<file path="config.mk">
export PLATFORM = sky130hd
export DESIGN_NAME = full_adder_cell
export DESIGN_NICKNAME = d
export VERILOG_FILES = /design/src/rtl/full_adder_cell_pkg.sv /design/src/rtl/full_adder_cell_fa_core.sv /design/src/rtl/full_adder_cell.sv
export SDC_FILE = /design/constraint.sdc
export NUM_CORES = 1
export LEC_CHECK = 0
export CAP_MARGIN = 5
export CORE_AREA = 2 2 39 41
export CTS_BUF_LIST = sky130_fd_sc_hd__clkbuf_4
export DETAILED_ROUTE_END_ITERATION = 6
export DIE_AREA = 0 0 41 43
export GPL_ROUTABILITY_DRIVEN = 0
export REMOVE_ABC_BUFFERS = 1
export SLEW_MARGIN = 40
export SYNTH_ARGS = -nofsm -noshare
export SYNTH_HDL_FRONTEND = slang
export SYNTH_SLANG_ARGS = --single-unit
</file>
<file path="constraint.sdc">
create_clock -name clk -period 2.16 [get_ports clk]
set_clock_uncertainty 0.05 [all_clocks]
set_input_delay 0.324 -clock clk [delete_from_list [all_inputs] [get_ports clk]]
set_output_delay 0.324 -clock clk [all_outputs]
set_load 0.05 [all_outputs]
</file>
<file path="src/rtl/full_adder_cell_pkg.sv">
// Shared constants and the pipeline-stage record for full_adder_cell.
package full_adder_cell_pkg;

    localparam int LATENCY_MAX = 4;
    localparam int STAT_W      = 16;

    typedef struct packed {
        logic sum;
        logic cout;
        logic valid;
    } fa_stage_t;

endpackage : full_adder_cell_pkg

</file>
<file path="src/rtl/full_adder_cell_fa_core.sv">
// Purely combinational one-bit full adder shared by the chaining outputs and the pipeline.
module fa_core (
    input  logic a,
    input  logic b,
    input  logic cin,
    output logic sum,
    output logic cout
);

    assign sum  = a ^ b ^ cin;
    assign cout = (a & b) | (a & cin) | (b & cin);

endmodule : fa_core

</file>
<file path="src/rtl/full_adder_cell.sv">
// Full adder with combinational chaining outputs and a LATENCY-deep valid-tracked result pipeline.
// Optional statistics counters are built when FULL_ADDER_CELL_STATS_EN is defined.
module full_adder_cell
    import full_adder_cell_pkg::*;
#(
    parameter int LATENCY = 1
) (
    input  logic clk,
    input  logic rst,
    input  logic a,
    input  logic b,
    input  logic cin,
    input  logic in_valid,
    output logic sum_comb,
    output logic cout_comb,
    output logic sum,
    output logic cout,
    output logic out_valid
`ifdef FULL_ADDER_CELL_STATS_EN
    ,
    output logic [STAT_W-1:0] op_count,
    output logic [STAT_W-1:0] carry_count
`endif
);

    // Handshake: inputs are taken on every rising edge where in_valid=1; there is no
    // ready, so the cell never stalls. out_valid pulses for one cycle per result.

    logic core_sum;
    logic core_cout;

    fa_core u_core (
        .a    (a),
        .b    (b),
        .cin  (cin),
        .sum  (core_sum),
        .cout (core_cout)
    );

    assign sum_comb  = core_sum;
    assign cout_comb = core_cout;

    fa_stage_t stage_q [LATENCY];
    fa_stage_t stage_d [LATENCY];

    // Data only moves with its valid bit, so an idle stage keeps its last result.
    always_comb begin
        for (int k = 0; k < LATENCY; k++) begin
            stage_d[k] = stage_q[k];
        end
        stage_d[0].valid = in_valid;
        if (in_valid) begin
            stage_d[0].sum  = core_sum;
            stage_d[0].cout = core_cout;
        end
        for (int k = 1; k < LATENCY; k++) begin
            stage_d[k].valid = stage_q[k-1].valid;
            if (stage_q[k-1].valid) begin
                stage_d[k].sum  = stage_q[k-1].sum;
                stage_d[k].cout = stage_q[k-1].cout;
            end
        end
    end

    always_ff @(posedge clk or posedge rst) begin
        if (rst) begin
            for (int k = 0; k < LATENCY; k++) begin
                stage_q[k] <= '0;
            end
        end else begin
            for (int k = 0; k < LATENCY; k++) begin
                stage_q[k] <= stage_d[k];
            end
        end
    end

    assign sum       = stage_q[LATENCY-1].sum;
    assign cout      = stage_q[LATENCY-1].cout;
    assign out_valid = stage_q[LATENCY-1].valid;

`ifdef FULL_ADDER_CELL_STATS_EN
    logic [STAT_W-1:0] op_count_q;
    logic [STAT_W-1:0] op_count_d;
    logic [STAT_W-1:0] carry_count_q;
    logic [STAT_W-1:0] carry_count_d;

    // Counted at accept time; both wrap naturally at 2^STAT_W.
    always_comb begin
        op_count_d    = op_count_q;
        carry_count_d = carry_count_q;
        if (in_valid) begin
            op_count_d = op_count_q + STAT_W'(1);
            if (core_cout) begin
                carry_count_d = carry_count_q + STAT_W'(1);
            end
        end
    end

    always_ff @(posedge clk or posedge rst) begin
        if (rst) begin
            op_count_q    <= '0;
            carry_count_q <= '0;
        end else begin
            op_count_q    <= op_count_d;
            carry_count_q <= carry_count_d;
        end
    end

    assign op_count    = op_count_q;
    assign carry_count = carry_count_q;
`endif

endmodule : full_adder_cell

</file>
==> results.cfg, run 1 <==
[grt]
grt_pass1_vias = 141
grt_pass1_wl_um = 489
grt_max_degree = 4
grt.total_usage = 0.0542
grt_overflow = 0
antenna_found_initial = 0

[clock_network]
cts-htree-levels = 1
numCtsBuffers = 3
clkLatencyLatePin_ns = 0.23
cts_root_buf = clkbuf_4
ctsResizeCount = 0
post-cts-setup-buffer-count = 0
cts_num_sinks = 3
cts_tree = yes
clockBufferDepth = 2
path_clk_slew_ns = 0.04
hold_buffers = 0

[critical_path]
path_buf_inv = 2
cp.depth = 3
cp_slowest_cell = fa_1
startpoint = a
cp.required_ns = 1.79
worstPathArrival_ns = 1.53
cp-end-kind = output pin
critical_path.max_stage_delay_ns = 0.62
r2r-start = sum
reg2reg_to = sum
cp-start-kind = input pin
r2r_setup_slack_ns = 1.37
cp_top_family = adder cells
r2r.worst_path.cells = 1
crit_end = sum_comb
crit_chain = clkdlybuf4s50_1 > fa_1 > buf_12
worst-path-max-fanout = 2
worstSetupPathType = in2out

[drt]
drtAntennaViolNets = 0
drtPass1Iterations = 1
vias = 110
drt_iter0_drc = 0
wire_per_inst_um = 9.76
wirelength_um = 361
drt-vias-per-instance = 2.97
drc = 0

[logic_synthesis]
seq_area_frac_synth = 0.619
synth_cells = 7
syn-cell-area_um2 = 121
ys_warn_count = 0
ys_seq_elements = 3
ys_types = 4
avgSynthCellArea_um2 = 17.3

[final_layout]
area_delta_synth_final_pct = 130
finalNetCount = 29
final_util = 0.202
multi_input_area_um2 = 42.5
drive_gt1_frac = 0.381
fillers = 150
layout_common_cells = 8 x clkdlybuf4s50_1, 4 x clkbuf_4, 3 x dfrtp_1
fin_area_um2 = 279
diodes = 0
layout_commonest_cell = clkdlybuf4s50_1
ff_latch_area_um2 = 75.1

[power_and_ir_drop]
irDropWorstVdd_uv = 114
power_density_nw_per_um2 = 970
p_leak_nw = 0.119

[floorplan]
fp.dieW_um = 41
initial_core_util = 0.0877
die_y_um = 43
io_pins = 11
rows = 14
dieArea_um2 = 1760
fp.coreArea_um2 = 1380

[timing]
hold_viol_final = 0
hold-worst-slack_ns = 0.220
grt_setup_unrepaired = no
finalWorstPathRequiredPeriod_ns = 1.91
fmax_ghz = 0.525
setup_viol = 0
slew_headroom = 0.667
tightest_slew_ns = 0.498
finalCritPeriodShare = 0.882
slew_viol_final = 0
setup_tns_ns = 0
layout_setup_ws_ns = 0.254

[place]
place_area_um2 = 249
post-place-ws_ns = 0.244
port_buffers = 10

[run]
cap_viol_max_count = 0

[min_path]
min_path_type = in2async

[status]
outcome = complete, no violations
==> cells in the mapped netlist (all sizes together) <==
master,count,area share
fa,1,0.16
mux2,2,0.19
dfrtp,3,0.62
inv,1,0.031
==> routing by layer <==
| layer | part of all wire | up-vias | global-route usage |
|---|---|---|---|
| li1 | - | 49 | - |
| met1 | 0.37 | 50 | 0.0353 |
| met2 | 0.41 | 11 | 0.0625 |
| met3 | 0.22 | 0 | 0.0576 |
| met4 | 0 | 0 | 0.0800 |
| met5 | 0 | - | 0 |
==> metrics by stage <==
stage | total power, W | cells
after floorplan | 0.000122 | 7
after global placement | 0.000161 | 33
after CTS | 0.000278 | 37
after global routing | 0.000288 | 37
final | 0.000271 | 37
after detailed placement | 0.000163 | 33
==> worst min path at each step <==
stage / slack [ns] / endpoint / from / cells after the start
2_1_floorplan: 0.03 / cout / rst / 1
3_3_place_gp: 0.44 / sum / rst / 2
3_5_place_dp: 0.45 / cout / cout / 1
4_1_cts: 0.21 / sum / rst / 2
5_1_grt: 0.23 / out_valid / rst / 2
6_report: 0.22 / sum / rst / 2
==> logic make-up after synthesis <==
logic type | count (synthesis) | share of synthesized area
buffers and inverters | 1 | 0.0309
adder cells (fa/ha/maj) | 1 | 0.165
multiplexers | 2 | 0.186
flip-flops | 3 | 0.619
==> power by group <==
| group | leakage (nW) | internal, W | switching (W) |
|---|---|---|---|
| Clock | 0.0184 | 0.0000816 | 0.0000273 |
| Sequential | 0.0350 | 0.0000636 | 0.00000299 |
| Combinational | 0.0660 | 0.0000400 | 0.0000552 |
==> flip-flops by register name, indices dropped and copies added (netlist names) <==
signal     flops
cout           1
out_valid      1
sum            1
==> final cells by class <==
type,count,share of cell area
Clock buffer,4,0.108
Tap cell,16,0.0717
Multi-Input combinational cell,3,0.152
Sequential cell,3,0.269
Inverter,1,0.0135
Timing Repair Buffer,10,0.386
Power figures use the tool's default switching activity.
==> run 2, diff against run 1 <==
- PLACE_DENSITY: default -> 0.34
==> results.cfg, run 2 (synthesis results as in run 1) <==
[final_layout]
area_delta_synth_final_pct = 130
fillers = 149
final_util = 0.202
layout_commonest_cell = clkdlybuf4s50_1
layout_common_cells = 8 x clkdlybuf4s50_1, 4 x clkbuf_4, 3 x dfrtp_1
diodes = 0
finalNetCount = 29
drive_gt1_frac = 0.381

[critical_path]
cp.required_ns = 1.79
worstPathArrival_ns = 1.52
cp_top_family = adder cells
r2r.worst_path.cells = 1
worst-path-max-fanout = 2
cp-end-kind = output pin
cp-start-kind = input pin
r2r_setup_slack_ns = 1.36
cp_slowest_cell = fa_1
path_buf_inv = 2
crit_chain = clkdlybuf4s50_1 > fa_1 > buf_12
critical_path.max_stage_delay_ns = 0.61
worstSetupPathType = in2out
cp.depth = 3

[grt]
grt.busiest_layer = met1
grt_max_degree = 4
use_met3 = 0.0419
antenna_found_initial = 0
grt_use_met2 = 0.0469
grt_pass1_vias = 141
grt_overflow = 0
grt.total_usage = 0.0544
met1_usage = 0.0714
grt_pass1_wl_um = 586

[clock_network]
clockBufferDepth = 2
cts_tree = yes
path_clk_slew_ns = 0.04
numCtsBuffers = 3
hold_buffers = 0
cts_root_buf = clkbuf_4
cts_num_sinks = 3
post-cts-setup-buffer-count = 0
ctsResizeCount = 0
clkLatencyLatePin_ns = 0.23
cts-htree-levels = 1

[power_and_ir_drop]
power_w = 0.000271
p_leak_nw = 0.119
power_density_nw_per_um2 = 973
irDropWorstVdd_uv = 251

[drt]
drt_iter0_drc = 0
drtAntennaViolNets = 0
drt-vias-per-instance = 2.97
wire_per_inst_um = 9.32
vias = 110
drtPass1Iterations = 1
drc = 0
wirelength_um = 345

[min_path]
min_path_type = in2async

[timing]
hold_viol_final = 0
hold-worst-slack_ns = 0.220
fmax_ghz = 0.529
finalWorstPathRequiredPeriod_ns = 1.89
slew_viol_final = 0
setup_viol = 0
finalCritPeriodShare = 0.875
slew_headroom = 0.668
setup_tns_ns = 0
grt_setup_unrepaired = no
tightest_slew_ns = 0.496

[place]
port_buffers = 10

[status]
outcome = complete, no violations

[floorplan]
fp.dieW_um = 41
io_pins = 11
die_y_um = 43
rows = 14
fp.coreArea_um2 = 1380
dieArea_um2 = 1760
initial_core_util = 0.0877

[run]
cap_viol_max_count = 0
## run 2: cell counts in the layout (fill, tap and decap cells not counted)
Identical to the previous run, type by type.
## run 2: worst paths after layout
path | startpoint | end
worst max-delay path | a | sum_comb
worst min register to register | sum | sum
worst max register to register | cout | cout
max in group asynchronous | rst | cout
worst min-delay path | rst | out_valid
min in group clk | sum | sum
## run 2: layer usage
layer / share of wire / wire length [um] / up-vias
li1: - / - / 50
met1: 0.52 / 179 / 49
met2: 0.29 / 99 / 11
met3: 0.19 / 65 / 0
met4: 0 / 0 / 0
met5: 0 / 0 / -
## run 2: layout make-up
class | instances | area [um2] | share of cell area
well taps | 16 | 20.0 | 0.0717
flip-flops and latches | 3 | 75.1 | 0.269
inverters | 1 | 3.75 | 0.0135
clock buffers | 4 | 30.0 | 0.108
repair buffers | 10 | 108 | 0.386
multi-input cells | 3 | 42.5 | 0.152
## run 2: power by group
part | internal, W | switching [W]
clock network | 0.0000817 | 0.0000284
logic | 0.0000401 | 0.0000543
registers | 0.0000636 | 0.00000342
## run 2: metrics by stage
| step | instances | instance area [um2] | setup slack (ns) |
|---|---|---|---|
| global placement | 33 | 249 | 0.244 |
| global route | 37 | 279 | 0.236 |
| floorplan | 7 | 121 | 0.608 |
| detailed placement | 33 | 249 | 0.264 |
| finish | 37 | 279 | 0.270 |
| CTS | 37 | 279 | 0.260 |
